--- src/rtl/mux_scan_ctrl.sv ---
// mux_scan_ctrl
// Scan controller for an external 16:1 bit-select mux. A start request in
// idle latches a 16-bit word onto the mux data inputs, then the mux select is
// stepped through all 16 positions, one position per accepted serial beat.
// The selected bit is streamed out over a valid/ready interface. The count of
// 1s streamed is reported on ones.
//
// Parameters:
//   LSB_FIRST  1: sel counts 0->15, 0: sel counts 15->0
// Ports:
//   clk        system clock, rising edge
//   rst        synchronous active-high reset, highest priority
//   start      scan request, honoured only in idle
//   word       data word captured on an accepted start
//   mux_in     holding register feeding the mux data inputs
//   sel        registered mux select
//   mux_out    mux output (combinational function of mux_in/sel)
//   ser_data   serial bit, straight pass-through of mux_out
//   ser_valid  ser_data valid (shift state)
//   ser_ready  downstream accepts the beat
//   busy       high in shift and done states
//   done       one-cycle pulse at the end of a scan
//   ones       number of 1 bits streamed in the current/last scan
module mux_scan_ctrl #(
  parameter bit LSB_FIRST = 1'b1
) (
  input  logic        clk,
  input  logic        rst,
  input  logic        start,
  input  logic [15:0] word,
  output logic [15:0] mux_in,
  output logic [3:0]  sel,
  input  logic        mux_out,
  output logic        ser_data,
  output logic        ser_valid,
  input  logic        ser_ready,
  output logic        busy,
  output logic        done,
  output logic [4:0]  ones
);

  typedef enum logic [1:0] {
    StIdle,
    StShift,
    StDone
  } state_e;

  state_e      state_q, state_d;
  logic [15:0] mux_in_q, mux_in_d;
  logic [3:0]  sel_q, sel_d;
  logic [3:0]  beat_q, beat_d;
  logic [4:0]  ones_q, ones_d;

  always_comb begin
    state_d   = state_q;
    mux_in_d  = mux_in_q;
    sel_d     = sel_q;
    beat_d    = beat_q;
    ones_d    = ones_q;
    ser_valid = 1'b0;
    busy      = 1'b0;
    done      = 1'b0;

    unique case (state_q)
      StIdle: begin
        if (start) begin
          mux_in_d = word;
          sel_d    = LSB_FIRST ? 4'd0 : 4'd15;
          beat_d   = 4'd0;
          ones_d   = 5'd0;
          state_d  = StShift;
        end
      end
      StShift: begin
        ser_valid = 1'b1;
        busy      = 1'b1;
        if (ser_ready) begin
          // 16 beats at most, so the 5-bit count cannot wrap
          ones_d = ones_q + {4'd0, mux_out};
          if (beat_q == 4'd15) begin
            // sel parks on the last position until the next start
            state_d = StDone;
          end else begin
            beat_d = beat_q + 4'd1;
            sel_d  = LSB_FIRST ? sel_q + 4'd1 : sel_q - 4'd1;
          end
        end
      end
      StDone: begin
        busy    = 1'b1;
        done    = 1'b1;
        state_d = StIdle;
      end
      default: begin
        state_d = StIdle;
      end
    endcase
  end

  always_ff @(posedge clk) begin
    if (rst) begin
      state_q  <= StIdle;
      mux_in_q <= 16'd0;
      sel_q    <= 4'd0;
      beat_q   <= 4'd0;
      ones_q   <= 5'd0;
    end else begin
      state_q  <= state_d;
      mux_in_q <= mux_in_d;
      sel_q    <= sel_d;
      beat_q   <= beat_d;
      ones_q   <= ones_d;
    end
  end

  assign mux_in   = mux_in_q;
  assign sel      = sel_q;
  assign ones     = ones_q;
  assign ser_data = mux_out;

endmodule

--- config.mk ---
export PLATFORM = sky130hd
export DESIGN_NAME = mux_scan_ctrl
export DESIGN_NICKNAME = d
export VERILOG_FILES = /design/src/rtl/mux_scan_ctrl.sv
export SDC_FILE = /design/constraint.sdc
export NUM_CORES = 1
export LEC_CHECK = 0
export CAP_MARGIN = 10
export CORE_ASPECT_RATIO = 1.5
export CORE_MARGIN = 4
export CORE_UTILIZATION = 45
export CTS_CLUSTER_SIZE = 12
export DETAILED_ROUTE_END_ITERATION = 8
export PLACE_DENSITY = 0.77
export SYNTH_ARGS = -nofsm -noshare
export SYNTH_HDL_FRONTEND = slang
export SYNTH_SLANG_ARGS = --single-unit
--- constraint.sdc ---
create_clock -name clk -period 2.7 [get_ports clk]
set_input_delay 0.54 -clock clk [delete_from_list [all_inputs] [get_ports clk]]
set_output_delay 0.54 -clock clk [all_outputs]
set_load 0.02 [all_outputs]
# == After elaboration in Yosys (flattened, before gate mapping) ==
# Cells that the tools add are included.
# totals
reg_bits,31
latch_bits,0
ram_bits,0
rom_bits,0
out_inout_bits,29
n_memories,0
# classes
add_sub_neg,3
mul,0
n_div,0
n_lt_le_gt_ge,0
n_eq_ne,7
n_shift,0
muxes,17
bitwise_logic,0
reduce_logical,7
# op_table
cell,count
$mux W4,5
$pmux W4 S2,2
$mux W5,2
$pmux W5 S2,1
$add A4 B1 Y4 const B,2
$ne A2 B2 Y1 const B,4
$mux W2,3
$reduce_and A3 Y1,2
$add A5 B1 Y5,1
$eq A4 B4 Y1 const B,1
$pmux W2 S2,1
$reduce_and A4 Y1,1
$mux W1,3
$eq A2 B1 Y1 const B,1
$eq A2 B2 Y1 const B,1
$logic_not A2 Y1,1
$reduce_and A2 Y1,1
$reduce_bool A2 Y1,1
$reduce_or A2 Y1,1

# == Logic depth before layout (Yosys ltp) ==
# logic_depth
ltp_word,4
ltp_mapped,8

# == Worst setup path after synthesis ==
# Ideal clock, no wire load.
# synth_timing
kind,register to register
from,register state_q[0]
to,register sel_q[2] (netlist: sel[2])
arrival_time_ns,1.677
t_required_ns,2.604
setup_slack_ns,0.927
stages_incl_launch_ff,7
n_path_buf,1
path_cell_list,dfxtp_1 -> inv_1 -> ha_1 -> buf_6 -> mux2i_2 -> or4b_4 -> o41ai_2
# synth_via
elab_chain_cells,3
word_cells_on_any_way,8
classes_between,eq/ne (4); mux (1); reduce/logical (3)
# synth_rtl
item,line_no,rtl
start: declaration,48,"state_e state_q, state_d;"
start signal: assignment,102,state_q <= StIdle;
start signal: assignment,108,state_q <= state_d;
$eq A2 B1 Y1 / $logic_not A2 Y1 (equally long branches),64,unique case (state_q)
$ne A2 B2 Y1 (no line) / $reduce_bool A2 Y1 (equally long branches),-,
$reduce_and A4 Y1 (no line),-,
end signal: assignment,110,sel_q <= sel_d;
end: declaration,50,"logic [3:0] sel_q, sel_d;"
# Several ways; a longest one is shown, not always the timed one.
# A chain may end at the register's enable or synchronous reset.

# == Worst setup path after layout ==
# layout_timing
from,register state_q[1]
to,output ser_valid
# layout_via
elab_chain_cells,2
# layout_rtl
item,line_no,rtl
$eq A2 B1 Y1,64,
$mux W1,64,
end: declaration,35,"output logic ser_valid,"
# No other way between the ends.

==> metrics.csv <==
stage;metric;value;unit
run_status;status;finished clean;
detailed_routing;WL final;3790;um
detailed_routing;Initial DRC Count;53;
yosys;mux contribution to synthesized area;2.88;%
die;DIE WIDTH;55.5;um
power_and_ir_drop;PD cells;750;mW/mm2
cts;TritonCTS clock tree;done;
cts;clk root buf;clkbuf_8;
worst_hold_path;hold path start;mux_in[15]$_SDFFE_PP0P_;
cts;CTS Sinks;31;
place;DP Area;0.00198;mm2
global_route;gr ovfl total;0;
yosys;Post-synth top flop;dfxtp_1;
timing;FMAX;0.407;GHz
yosys;register area share after synthesis;40.8;%
cts;Post-CTS Setup Bufs;0;
detailed_routing;detailed-route via count;1451;
timing;final hold viol count;0;
timing;Slew @ Worst Pin;0.540;ns
worst_hold_path;worst hold path class;reg2reg;
layout;nets@finish;250;
place;gpl congestion;0.801;
worst_setup_path;Reg2Reg Launch Point;state_q[1]$_SDFFE_PP0P_;
timing;Max Slew Vio Count;0;
die;Rows;25;
worst_setup_path;R2R setup slack;0.63;ns
yosys;Synth Area in Compound Gates;17.4;%
worst_setup_path;path depth of the worst reg2reg path;6;
global_route;number of global-route vias before repair;1428;
yosys;Post-Synthesis Cells;175;
detailed_routing;WL per Instance;14.5;um
die;IO Pins;50;
worst_setup_path;startpoint types;register;
global_route;total track usage;18.4;%
worst_hold_path;Min-Delay Endpoint;mux_in[15]$_SDFFE_PP0P_;
yosys;Post-Synth XOR/XNOR Area;0;%
layout;Layout area overhead;38.2;%
global_route;initial antenna violation count;0;
layout;Final Util;65.9;%
layout;final instance area;0.00210;mm2
place;dpl cells;254;
yosys;YS warnings;0;
yosys;Netlist cell types;38;
detailed_routing;via/cell ratio;5.54;
cts;cts repair resizes;0;
timing;RSZ-0062 raised after global routing;no;
worst_setup_path;slowest CP cell;clkdlybuf4s50_1;
worst_setup_path;Setup CP Type;reg2out;
cts;Worst-Skew Late Latency;0.27;ns
cts;Inserted Clock Buffers;5;
timing;final worst slack;0.244;ns
yosys;FF+latch count, synth;31;
flow_run;max cap viols;0;
yosys;simple-gate area share of the yosys netlist;24.6;%
detailed_routing;Routed Antenna Nets;0;
place;Setup WS pre-CTS;0.497;ns
yosys;synthesized-area fraction occupied by adder cells;6.58;%
place;count of input and output buffers;49;
cts;hold_buf cts;0;
yosys;main combinational cell family by area after synthesis;simple AND/OR/NAND/NOR gates;
yosys;Net Count, Synth;204;
layout;diode count;0;
cts;clock buffer depth;2;
yosys;asr flop ratio synth;0;%
timing;Final Hold Slack;0.455;ns
global_route;largest net degree at the start of global routing;29;
power_and_ir_drop;LEAKAGE;0.775;nW
power_and_ir_drop;Power, Total;1.58;mW
place;DPL Wire Length;2880;um
worst_setup_path;nature of the critical path endpoint;output pin;
die;Die Area;0.00439;mm2
worst_setup_path;critical path, cell by cell;inv_1 -> ha_1 -> clkdlybuf4s50_1;
die;Initial Utilization;47.7;%
timing;final worst path period share;91.0;%
detailed_routing;1st-pass router iterations;4;
timing;fin crit period;2.46;ns
die;Die Height;79.2;um
global_route;first-pass GRT wire length;6520;um
timing;Slew HR;64.0;%
timing;clock skew;0.00649;ns
timing;Final TNS setup;0;ns
layout;layout cells sized above 1;8.11;%
worst_setup_path;Req. time, crit path;2.16;ns
cts;# H-tree levels;2;
power_and_ir_drop;worst vdd ir;0.764;mV
yosys;number of enable flip-flop cells after synthesis;0;
yosys;Synth Area per Inst;8.69;um2
worst_setup_path;Max stage delay on crit path;0.71;ns
worst_hold_path;hold depth;2;
die;Core ar.;0.00319;mm2
yosys;synthesized cell area;0.00152;mm2
detailed_routing;DRC errors left;0;
cts;clk slew on worst S/H paths;0.07;ns
worst_setup_path;Critical Path Fanout Max;17;
timing;final count of negative-setup-slack endpoints;0;
worst_setup_path;Worst Path Arrival;1.92;ns
worst_setup_path;reg-to-reg endpoint;sel[0]$_SDFFE_PP0P_;
layout;fin cells;262;
-- how the worst max path moves through the flow --
stage                            start                   to  slack, ns  cells past startpoint
4_1_cts        state_q[1]$_SDFFE_PP0P_            ser_valid       0.24                      3
3_5_place_dp                     start  sel[0]$_SDFFE_PP0P_       0.50                      4
6_report       state_q[1]$_SDFFE_PP0P_            ser_valid       0.24                      3
3_3_place_gp                   mux_out             ser_data       0.53                      2
5_1_grt        state_q[1]$_SDFFE_PP0P_            ser_valid       0.13                      3
2_1_floorplan  state_q[0]$_SDFFE_PP0P_  sel[2]$_SDFFE_PP0P_       0.93                      6
-- cell usage after synthesis, types with 2 or more instances --
master     n  area, um2
o32ai_1    2       17.5
nand2_1   40        150
o311ai_0   3       26.3
nand3_1    8       40.0
ha_1       8        100
mux2i_1    3       30.0
a211oi_1   2       15.0
nand3b_1   3       22.5
a21oi_1   19       95.1
buf_4      2       15.0
buf_6      2       22.5
nand4_1    4       25.0
clkbuf_8   2       27.5
o41ai_1    2       17.5
inv_1      5       18.8
or4_1      2       15.0
o31ai_1    6       45.0
nor4_1     2       12.5
clkbuf_1   6       22.5
dfxtp_1   31        621
nor2_1     3       11.3
nor2b_1    4       25.0
-- power breakdown --
group / leakage [nW] / internal (mW) / switching, mW / total, mW
Sequential: 0.253 / 0.508 / 0.0353 / 0.543
Combinational: 0.461 / 0.240 / 0.335 / 0.575
Clock: 0.0612 / 0.298 / 0.160 / 0.459
Total: 0.775 / 1.05 / 0.531 / 1.58
-- layout by cell type (no fill, tap or decap), types with 3 or more instances in the layout --
cell type,n
dfxtp_1,31
clkbuf_8,6
nand3_1,8
mux2i_1,3
o311ai_0,3
nand2_1,40
inv_1,5
nor2_1,3
clkdlybuf4s50_1,49
buf_4,3
a21oi_1,19
ha_1,8
nand3b_1,3
nand4_1,4
o31ai_1,6
nor2b_1,4
-- metal layers --
metal / vias to the layer above / part of all wire [%] / routed length, um / global-route usage [%]
li1: 723 / - / - / -
met3: 8 / 5.8 / 221 / 5.69
met5: - / 0 / 0 / 0
met1: 663 / 39 / 1480 / 19.2
met2: 57 / 53 / 2020 / 34.1
met4: 0 / 1.8 / 69 / 6.57
-- final cells by class --
type	instances	area [um2]
fillers	280	1090
multi-input cells	126	782
flip-flops and latches	31	621
repair buffers	52	513
clock buffers	6	82.6
well taps	40	50.0
clock inverters	2	35.0
inverters	5	18.8
-- worst max-delay path, delay by kind of cell (launching register included) --
kind | cells | cell delay (ns)
buf+inv | 2 | 0.81
fa+ha+maj | 1 | 0.51
flops | 1 | 0.33
-- flip-flops by register name, indices dropped and copies added, names as in the netlist --
register	count
mux_in	16
state_q	2
sel	4
ones	5
beat_q	4
-- kinds of logic (layout without fill, tap and decap cells) --
logic type | Yosys count | after routing
simple gates | 75 | 75
buf+inv | 18 | 65
fa+ha+maj | 8 | 8
mux | 4 | 4
flops | 31 | 31
compound gates | 39 | 39
Note: power is estimated with default switching activity, not from simulation.
